===== src/rtl/pc_fetch_ctrl.sv =====
//------------------------------------------------------------------------------
// Module   : pc_fetch_ctrl
// Function : Fetch-stage PC owner; sequences req/ack fetches, arbitrates
//            trap/branch/jump redirects and holds the fetched word for decode.
// Revision : 1.0
//------------------------------------------------------------------------------
`default_nettype none

module pc_fetch_ctrl #(
   parameter logic [31:0] RESET_PC = 32'h0000_0000
) (
   input  logic        clk,
   input  logic        rst,
   input  logic        trap_valid,
   input  logic [31:0] trap_target,
   input  logic        br_valid,
   input  logic [31:0] br_target,
   input  logic        jmp_valid,
   input  logic [31:0] jmp_target,
   input  logic        stall,
   output logic        imem_req,
   output logic [31:0] imem_addr,
   input  logic        imem_ack,
   input  logic [31:0] imem_rdata,
   output logic        if_valid,
   output logic [31:0] if_pc,
   output logic [31:0] if_instr,
   output logic [31:0] pc
);

   typedef enum logic [0:0] {
      ST_FETCH = 1'b0,
      ST_FULL  = 1'b1
   } state_t;

   localparam logic [31:0] c_ALIGN_MASK = 32'hFFFF_FFFC;
   localparam logic [31:0] c_PC_STEP    = 32'd4;

   state_t      r_state,       w_state_nxt;
   logic [31:0] r_pc,          w_pc_nxt;
   logic        r_kill_pend,   w_kill_pend_nxt;
   logic [31:0] r_pend_target, w_pend_target_nxt;
   logic        r_if_valid,    w_if_valid_nxt;
   logic [31:0] r_if_pc,       w_if_pc_nxt;
   logic [31:0] r_if_instr,    w_if_instr_nxt;

   logic        w_redirect;
   logic [31:0] w_target;

   assign w_redirect = trap_valid | br_valid | jmp_valid;

   always_comb begin
      w_target = jmp_target;
      if (trap_valid)
         w_target = trap_target;
      else if (br_valid)
         w_target = br_target;
      w_target = w_target & c_ALIGN_MASK;
   end

   always_ff @(posedge clk or posedge rst) begin
      if (rst) begin
         r_state       <= ST_FETCH;
         r_pc          <= RESET_PC;
         r_kill_pend   <= 1'b0;
         r_pend_target <= 32'h0;
         r_if_valid    <= 1'b0;
         r_if_pc       <= 32'h0;
         r_if_instr    <= 32'h0;
      end else begin
         r_state       <= w_state_nxt;
         r_pc          <= w_pc_nxt;
         r_kill_pend   <= w_kill_pend_nxt;
         r_pend_target <= w_pend_target_nxt;
         r_if_valid    <= w_if_valid_nxt;
         r_if_pc       <= w_if_pc_nxt;
         r_if_instr    <= w_if_instr_nxt;
      end
   end

   always_comb begin
      w_state_nxt       = r_state;
      w_pc_nxt          = r_pc;
      w_kill_pend_nxt   = r_kill_pend;
      w_pend_target_nxt = r_pend_target;
      w_if_valid_nxt    = r_if_valid;
      w_if_pc_nxt       = r_if_pc;
      w_if_instr_nxt    = r_if_instr;

      case (r_state)
         ST_FETCH: begin
            if (imem_ack) begin
               if (w_redirect || r_kill_pend) begin
                  // Response belongs to a path that has since been redirected.
                  w_kill_pend_nxt = 1'b0;
                  w_pc_nxt        = w_redirect ? w_target : r_pend_target;
               end else begin
                  w_if_valid_nxt = 1'b1;
                  w_if_pc_nxt    = r_pc;
                  w_if_instr_nxt = imem_rdata;
                  w_pc_nxt       = r_pc + c_PC_STEP;
                  w_state_nxt    = ST_FULL;
               end
            end else if (w_redirect) begin
               // Address must stay stable until ack, so park the newest target.
               w_kill_pend_nxt   = 1'b1;
               w_pend_target_nxt = w_target;
            end
         end
         ST_FULL: begin
            if (w_redirect) begin
               w_if_valid_nxt = 1'b0;
               w_pc_nxt       = w_target;
               w_state_nxt    = ST_FETCH;
            end else if (!stall) begin
               w_if_valid_nxt = 1'b0;
               w_state_nxt    = ST_FETCH;
            end
         end
         default: begin
            w_state_nxt = ST_FETCH;
         end
      endcase
   end

   assign imem_req  = (r_state == ST_FETCH);
   assign imem_addr = r_pc;
   assign if_valid  = r_if_valid;
   assign if_pc     = r_if_pc;
   assign if_instr  = r_if_instr;
   assign pc        = r_pc;

endmodule

`default_nettype wire


===== config.mk =====
export PLATFORM = sky130hd
export DESIGN_NAME = pc_fetch_ctrl
export DESIGN_NICKNAME = d
export VERILOG_FILES = /design/src/rtl/pc_fetch_ctrl.sv
export SDC_FILE = /design/constraint.sdc
export NUM_CORES = 1
export LEC_CHECK = 0
export CORE_MARGIN = 3
export CORE_UTILIZATION = 30
export CTS_BUF_LIST = sky130_fd_sc_hd__clkbuf_8
export DETAILED_ROUTE_END_ITERATION = 10
export DONT_BUFFER_PORTS = 1
export SLEW_MARGIN = 20
export SYNTH_ARGS = -nofsm -noshare
export SYNTH_HDL_FRONTEND = slang
export SYNTH_SLANG_ARGS = --single-unit

===== constraint.sdc =====
create_clock -name clk -period 5.5 [get_ports clk]
set_clock_uncertainty 0.15 [all_clocks]
set_input_delay 0.55 -clock clk [delete_from_list [all_inputs] [get_ports clk]]
set_output_delay 0.55 -clock clk [all_outputs]
set_load 0.01 [all_outputs]

==> results of run 1 <==
[worst max-delay path: cells and delay by family, from the launching register on]
kind	cells	cell delay, ps
DFF	1	550
and+or+nand+nor	3	1680
AOI/OAI and AO/OA	1	110
muxes	1	150
buffers and inverters	1	450
[cells by family (layout without fill, tap and decap cells)]
kind of cell | after synthesis | count (layout) | share of synthesized area
AOI/OAI and AO/OA | 161 | 161 | 0.1444
muxes | 50 | 50 | 0.07517
and+or+nand+nor | 360 | 360 | 0.2206
xor gates and xnor gates | 7 | 7 | 0.008812
adders and majority gates | 1 | 1 | 0.001798
buffers and inverters | 94 | 47 | 0.07804
DFF | 131 | 131 | 0.4711
[registers in the layout (all words and copies together) (netlist names)]
| name | cells |
|---|---|
| r_state | 1 |
| r_pend_target | 32 |
| imem_addr | 32 |
| if_pc | 32 |
| if_instr | 32 |
| if_valid | 1 |
| r_kill_pend | 1 |
[cells in the mapped netlist, types with 2 or more instances]
cell type    n  area (um^2)
mux2i_1     32        320.3
o311ai_0     3        26.28
a2bb2oi_1    5        43.79
a31oi_1      6        37.54
or3_1        4        25.02
and4_1       5        43.79
o21ai_0     59        295.3
and2_1       4        25.02
o21a_1       5        37.54
o2bb2ai_1    4        35.03
a32oi_1      2        17.52
nand4_1      9        56.30
mux2_2      18        202.7
nor4_1       2        12.51
buf_2       14        70.07
a22oi_1      2        15.01
clkbuf_1    30        112.6
a221oi_1    10        87.58
a211o_1      2        17.52
buf_6        5        56.30
a22o_1       4        35.03
a21o_1       4        30.03
buf_4       33        247.7
nor2b_1      4        25.02
and3_1       6        37.54
nor3_1      11        55.05
o22ai_1      6        37.54
buf_1        4        15.01
nand2b_1     5        31.28
a21oi_1     36        180.2
a311oi_1     2        17.52
inv_1        6        22.52
dfrtp_1    131         3278
nand2_1    240        900.9
nor2_1      44        165.2
xor2_1       6        52.55
nand3_1     21        105.1
[placed cells by master (no fill, tap or decap), types with 4 or more instances in the layout]
| master | netlist | final |
|---|---|---|
| nand4_1 | 9 | 9 |
| o21a_1 | 5 | 5 |
| xor2_1 | 6 | 6 |
| nor3_1 | 11 | 9 |
| nand2b_1 | 5 | 5 |
| a2bb2oi_1 | 5 | 5 |
| and4_1 | 5 | 5 |
| a221oi_1 | 10 | 10 |
| inv_1 | 6 | 5 |
| nor2b_1 | 4 | 4 |
| o21ai_0 | 59 | 59 |
| a21oi_1 | 36 | 36 |
| a21o_1 | 4 | 4 |
| clkbuf_8 | 0 | 17 |
| mux2i_1 | 32 | 32 |
| o22ai_1 | 6 | 6 |
| and2_1 | 4 | 4 |
| mux2_2 | 18 | 18 |
| o2bb2ai_1 | 4 | 4 |
| nor2_1 | 44 | 44 |
| or3_1 | 4 | 4 |
| and3_1 | 6 | 6 |
| a22o_1 | 4 | 4 |
| inv_6 | 0 | 6 |
| a31oi_1 | 6 | 6 |
| nand3_1 | 21 | 21 |
| dfrtp_1 | 131 | 131 |
| nand2_1 | 240 | 239 |
| buf_4 | 33 | 6 |
[per-stage QoR]
step	std cells	total power (uW)	hold WS [ps]
finish	1042	2627	42.60
CTS	1042	2668	4.296
detailed placement	1008	1780	315.2
global placement	1008	1767	307.5
floorplan	804	1695	294.7
global route	1042	2801	0.03469
[path summary, 6_finish.rpt]
check	start	endpoint	slack (ps)	cells after the start
max in group asynchronous	rst	imem_addr[24]	3370	3
max	r_state	imem_addr[25]	2340	6
min	imem_ack	imem_addr[6]	40	1
min in group asynchronous	rst	if_instr[12]	580	2
min reg2reg	r_pend_target[15]	r_pend_target[15]	330	2
max reg2reg	r_state	imem_addr[25]	2340	6
[final cells by class]
| type | count | share of cell area |
|---|---|---|
| flip-flops and latches | 131 | 0.4494 |
| clock inverters | 15 | 0.02350 |
| repair buffers | 8 | 0.008919 |
| multi-input cells | 579 | 0.4329 |
| clock buffers | 17 | 0.03208 |
| well taps | 285 | 0.04889 |
| inverters | 7 | 0.004288 |
[power by group through the flow]
stage	Sequential, uW	Clock (uW)	Combinational [uW]
2_1_floorplan	1340	0	353
3_3_place_gp	1450	0	322
3_5_place_dp	1450	0	331
4_1_cts	1430	904	335
5_1_grt	1460	955	383
6_report	1420	872	331
[layer usage]
metal / vias to the layer above / global-route usage / part of all wire
met3: 17 / 0.06279 / 0.10
met5: - / 0 / 0
li1: 2609 / - / -
met4: 0 / 0.04179 / 0.0087
met2: 311 / 0.2612 / 0.45
met1: 2670 / 0.2151 / 0.44
==> run metrics, run 1 <==
switching power just over 900 uW; IR drop worst, VDD approximately 130 uV; final wirelength roughly 21,000 um; worst path required time roughly 5700 ps; GP Congestion between 0.7 and 0.8; DIE WIDTH roughly 160 um; FFs w/ async S/R, synth 1.000; Sw Share 0.3539; post-DR vias/cell about 5.4; share of cells above drive strength 1 0.08587; Post-DP Area around 0.0069 mm^2; diode count 0; CTS Buf Count 17; mapped cell area 0.006958 mm^2; register area share after synthesis 0.4711; number of global-route vias before repair 5,255; Fill cells 2,373; Post-synth EDFFs 0; PD cells between 300 and 400 mW/mm^2; Post-CTS Setup Bufs 0; clk_lat worst skew 450 ps; CTS tree built; setup slack after layout ~2300 ps; Slew HR 0.3358; H-tree depth 4; Pre-antenna DRT Iters 7; Total GRT Usage 0.1655; design area between 0.007 and 0.008 mm^2; internal power 1697 uW; CP Launch Type flip-flop; Logic pwr share 0.126; wire per inst a little over 20 um; Worst EP arrival around 3400 ps; grt total ovfl 0; Finish-stage setup viols 0; DRT iter0 DRCs ~470; port bufs 0; Synth Net Count 940; post_cts resized 0; CTS Hold Bufs 2; Core Area 0.02271 mm^2; min Tclk post-route between 3000 and 4000 ps; antenna violations before repair 1; worst path cell trace or4_1, nor3_4, buf_4, nand2_1, mux2i_1, a211o_1; worst-path fanout max 25; Clock power frac 0.332; Syn-to-layout area delta 4.837%; Hold Vio Cnt, Final 0; post-synthesis cell type count 57; via count approximately 5,600; Root Driver clkbuf_8; DRC Markers 0; Seq pwr share 0.542; Clock Pin Slew Worst Setup and Hold Paths 90 ps; CP Capture Type flip-flop; Max Freq 316.5 MHz; RSZ-0062 raised after global routing false; slowest stage delay, CP roughly 800 ps; area of the multi-input gates around 0.0032 mm^2; clock tree buffer depth 2; Mapped Avg Cell Area roughly 8.7 um^2; Synth Flop Type dfrtp_1; CTS sink count 131; DP Worst Slack 2309 ps; first-pass GRT wire length roughly 32,000 um; setup TNS 0 ps; status complete, no violations; Die Height between 150 and 200 um; Pleak about 0.0033 uW; max-cap viol count 0; Setup CP Type flip-flop to flip-flop; fin nets 880; Post-Syn Instances about 800; die area about 0.025 mm^2; slowest cell on the critical path nor3_4; IO Count roughly 270; Hold Crit Class input pin to flip-flop; Finished Core Util 0.3212; YS warnings 0; register area 0.003278 mm^2; DP Wirelength 14,710 um; Tcrit/Tclk final 0.5744; max-slew violations 0; largest net degree at the start of global routing 83; Slew @ Worst Pin 996.3 ps; initial cell density of the core 0.3064; antenna-violating nets left 0; Site Rows 55; Yosys reg bits 131
No activity file was read; power rests on OpenSTA's default activity.
==> run 2: changes to the inputs <==
- clock period: 5.5 -> 2.7 ns (I/O delays scaled with it)
==> run 2 against run 1 <==
  * Sequential share of layout area down 5.0 points
  * Critical path type unchanged
  * Critical path depth unchanged
  * Die area unchanged
  * Largest cell class unchanged
  * Global-route usage up 1.3 points
  * Register-to-register slack worse by 1900 ps
  * Non-clock buffer count up 97
  * Sequential power up 94%
  * Core utilization up 4.1 points
  * First-iteration DRC count up 13%
==> run metrics, run 2 (synthesized netlist as in run 1, its figures left out) <==
status complete, no violations; port bufs 0; clock tree buffer depth 2; initial cell density of the core 0.3064; worst path required time about 2900 ps; Max Freq 439.3 MHz; Seq pwr share 0.495; Core Area approximately 0.023 mm^2; worst path cell trace or4_1, nor3_4, buf_4, o21ai_0, a21oi_1, a211oi_1; post-DR vias/cell between 5 and 6; RSZ-0062 raised after global routing false; CP Capture Type flip-flop; max-slew violations 0; Root Driver clkbuf_8; CP Launch Type flip-flop; DRC Markers 0; internal power 3622 uW; Finish-stage setup viols 0; share of cells above drive strength 1 0.1194; IO Count roughly 270; first-pass GRT wire length around 34,000 um; Power Total about 5500 uW; setup TNS 0 ps; antenna violations before repair 1; worst-path fanout max 17; Post-Layout Cell Count ~1,100; DP Wirelength 15,520 um; Hold Vio Cnt, Final 0; Post-CTS Setup Bufs 0; PD cells between 600 and 700 mW/mm^2; number of global-route vias before repair around 6,000; Syn-to-layout area delta 18.11%; switching power 1924 uW; most common cell after layout, fill and taps aside nand2_1; min Tclk post-route between 2000 and 2500 ps; Worst Path Buf+Inv 1; final wirelength ~23,000 um; max-cap viol count 0; GP Congestion between 0.8 and 0.9; Pleak 0.003770 uW; CTS Hold Bufs just over 60; Clock power frac 0.322; Tcrit/Tclk final 0.8430; CTS sink count between 100 and 150; die area between 0.02 and 0.03 mm^2; IR drop worst, VDD between 200 and 300 uV; Total GRT Usage 0.1780; Sw Share 0.3470; delay-heaviest family, CP simple AND/OR/NAND/NOR gates; Slew @ Worst Pin approximately 570 ps; wire per inst 19.95 um; Fill cells ~2,200; via count just over 6,000; Slew HR 0.6208; CTS tree built; antenna-violating nets left 0; grt total ovfl 0; CTS Buf Count 17; clk_lat worst skew approximately 440 ps; Site Rows between 50 and 60; DRT iter0 DRCs between 500 and 600; slowest cell on the critical path or4_1; Clock Pin Slew Worst Setup and Hold Paths around 90 ps; Setup CP Type flip-flop to flip-flop; Pre-antenna DRT Iters 6; H-tree depth 4; DP Cell Count about 1,000; slowest stage delay, CP approximately 670 ps; Worst EP arrival approximately 2400 ps; DIE WIDTH 158.3 um; commonest cells after routing, fill and taps aside nand2_1 (239), dfrtp_1 (131), dlygate4sd3_1 (60), o21ai_0 (59), nor2_1 (44); fin nets just under 1,000; Hold Crit Class input pin to flip-flop; Die Height about 160 um; post_cts resized 0; Hold WS 39.50 ps; Logic pwr share 0.183; largest net degree at the start of global routing 77
## run 2: metrics by stage
stage / util / cell area [um^2] / setup slack (ps)
global placement: 0.3163 / 7182 / 468.4
detailed placement: 0.3163 / 7182 / 444.7
global route: 0.3619 / 8218 / 251.2
floorplan: - / 6962 / 517.1
CTS: 0.3618 / 8215 / 434.6
finish: 0.3619 / 8218 / 423.9
## run 2: layout make-up
type | instances | area, um^2 | area share
sequential | 131 | 3278 | 0.3989
multi-input combinational | 579 | 3149 | 0.3832
timing repair buffer | 105 | 988.4 | 0.1203
tap | 285 | 356.6 | 0.04339
clock buffer | 18 | 247.7 | 0.03015
clock inverter | 14 | 165.2 | 0.02010
inverter | 7 | 30.03 | 0.003654
antenna | 1 | 2.502 | 0.0003045
## run 2: power by group through the flow
stage	clock network (uW)	registers (uW)	logic [uW]
finish	1780	2750	1020
global route	1940	2820	1150
CTS	1850	2750	1020
detailed placement	0	2790	935
global placement	0	2780	911
floorplan	0	2730	719
## run 2: per-layer routing
metal  track usage  part of all wire  vias up
li1              -                 -     2814
met1        0.2296              0.43     2899
met2        0.2933              0.46      313
met3       0.05137             0.089       23
met4       0.04875             0.016        0
met5             0                 0        -
## run 2: worst reg2reg max path, delay by kind of cell (launching register included)
| family | cells | cell delay, ps |
|---|---|---|
| AO/OA/AOI/OAI | 3 | 340 |
| AND/OR/NAND/NOR | 2 | 930 |
| buffers and inverters | 1 | 280 |
| flip-flops | 1 | 450 |
## run 2: final timing paths
path | from | end | slack, ps | cells after the start
max | r_state | imem_addr[12] | 420 | 6
min | trap_target[16] | r_pend_target[16] | 40 | 3
max reg2reg | r_state | imem_addr[12] | 420 | 6
min reg2reg | r_pend_target[10] | r_pend_target[10] | 330 | 2
max in group asynchronous | rst | imem_addr[18] | 1730 | 3
min in group asynchronous | rst | if_pc[0] | 290 | 3
==> run 3: changes to the inputs <==
- clock period: 2.7 -> 2.1 ns (I/O delays scaled with it)
==> run 3 against run 2 <==
  * Sequential power is 26% higher
  * Core utilization is 2.5 points higher
  * First-iteration DRC count is 23% higher
  * Count of clock-buffer cells in the layout is 1 lower
==> run metrics, run 3 (synthesized netlist as in run 1, its figures left out) <==
largest net degree at the start of global routing 48; commonest cells after routing, fill and taps aside nand2_1 (239), dfrtp_1 (128), dlygate4sd3_1 (82), buf_4 (65), o21ai_0 (59); Clock Pin Slew Worst Setup and Hold Paths ~90 ps; DP Wirelength about 16,000 um; fin nets 1,032; H-tree depth 4; DIE WIDTH between 150 and 200 um; Worst Path Buf+Inv 2; r2r worst-path depth 6; Die Height 158.3 um; max-cap viol count 0; diode count 0; Tcrit/Tclk final 0.9693; DP Worst Slack around 36 ps; Core Area around 0.023 mm^2; register area between 0.003 and 0.004 mm^2; PD cells approximately 820 mW/mm^2; die area approximately 0.025 mm^2; clock tree buffer depth 2; CP Capture Type flip-flop; Root Driver clkbuf_8; post-DR vias/cell slightly above 5; CTS sink count roughly 130; port bufs 0; antenna-violating nets left 0; CTS tree built; max-slew violations 0; clk_lat worst skew between 400 and 500 ps; IO Count approximately 270; Syn-to-layout area delta 26.36%; reg-to-reg endpoint if_instr[13]; Slew HR 0.6298; slowest stage delay, CP approximately 520 ps; worst path required time 2320 ps; initial cell density of the core 0.3064; CP Launch Type flip-flop; setup slack after layout about 64 ps; Critical Path Source r_state; RSZ-0062 raised after global routing false; Power Total ~7200 uW; Finish-stage setup viols 0; grt total ovfl 0; IR drop worst, VDD around 380 uV; worst-path fanout max 29; area of the multi-input gates roughly 0.0032 mm^2; Pleak 0.004049 uW; wire per inst 19.33 um; Total GRT Usage 0.1822; Hold Vio Cnt, Final 0; delay-heaviest family, CP simple AND/OR/NAND/NOR gates; Max Freq 491.3 MHz; Fill cells ~2,200; Site Rows 55; Hold Crit Class input pin to flip-flop; slowest cell on the critical path or4_4; status complete, no violations; Worst EP arrival roughly 2300 ps; via count 6,203; Crit path top cell by count nand2_1; final wirelength between 20,000 and 25,000 um; Critical Path Sink if_instr[13]; CTS Buf Count 17; number of global-route vias before repair around 6,200; min Tclk post-route about 2000 ps; setup TNS 0 ps; Pre-antenna DRT Iters 5; Hold WS ~34 ps; FF-to-FF setup slack ~64 ps; share of cells above drive strength 1 0.1562; Setup CP Type flip-flop to flip-flop; DRC Markers 0; worst r2r src r_state; most common cell after layout, fill and taps aside nand2_1; DRT iter0 DRCs about 650; first-pass GRT wire length about 35,000 um; WP depth 6; worst path cell trace or4_4, nor3_4, buf_6, buf_12, nand2_1, nand2_1; Slew @ Worst Pin 548.3 ps; antenna violations before repair 0; GP Congestion between 0.8 and 0.9
run 3: cell types whose count changed in the layout (fill, tap and decap cells not counted), moves of 2 or more:
cell           delta
buf_4            +24
dlygate4sd3_1    +22
buf_12            +8
dfrtp_1           -3
dfrtp_2           +3
clkinvlp_4        +2
inv_8             +2
run 3: worst min-delay path by stage:
stage                         startpoint           endpoint  slack, ps  cells past startpoint
after floorplan            imem_rdata[0]        if_instr[0]        170                      2
after global placement               rst       if_instr[30]        -80                      1
after detailed placement             rst       if_instr[30]        -80                      1
after CTS                       imem_ack           if_valid        0.3                      3
after global routing          trap_valid      imem_addr[13]          7                      3
final                     jmp_target[24]  r_pend_target[24]         30                      4
run 3: worst reg2reg max path: stages (launching register included):
cell	delay, ps
dfrtp_2	450
or4_4	520
nor3_4	340
buf_6	160
buf_12	170
nand2_1	120
nand2_1	70
run 3: metrics by stage:
stage | util | instances | instance area (um^2)
floorplan | - | 804 | 6967
global placement | 0.3308 | 1076 | 7512
detailed placement | 0.3308 | 1076 | 7512
CTS | 0.3853 | 1191 | 8751
global route | 0.3872 | 1194 | 8792
finish | 0.3872 | 1194 | 8792
run 3: final cells by class:
cell class	count	share of cell area
multi-input combinational	579	0.3596
timing repair buffer	160	0.1775
tap	285	0.04056
clock inverter	15	0.01864
inverter	7	0.003842
clock buffer	17	0.02661
sequential	131	0.3733
run 3: layer usage:
layer / wire (um) / track usage / share of wire / vias to the layer above
met2: 10770 / 0.3046 / 0.47 / 311
met1: 10090 / 0.2346 / 0.44 / 2961
met5: 0 / 0 / 0 / -
met4: 174 / 0.04424 / 0.0075 / 0
li1: - / - / - / 2918
met3: 2053 / 0.05056 / 0.089 / 13
run 3: repair_timing:
item / 4_1_cts / 5_1_grt
buffers inserted: 0 / 3
setup endpoints to repair: 0 / 14
hold buffers: 83 / 0
gates resized for setup: 0 / 6
endpoints found under the hold margin: 212 / 0
run 3: power breakdown:
part           internal [uW]  switching (uW)  leakage, uW  total (uW)
combinational            663             858      0.00222        1520
sequential              2980             482      0.00163        3470
clock                    994            1240     0.000193        2230
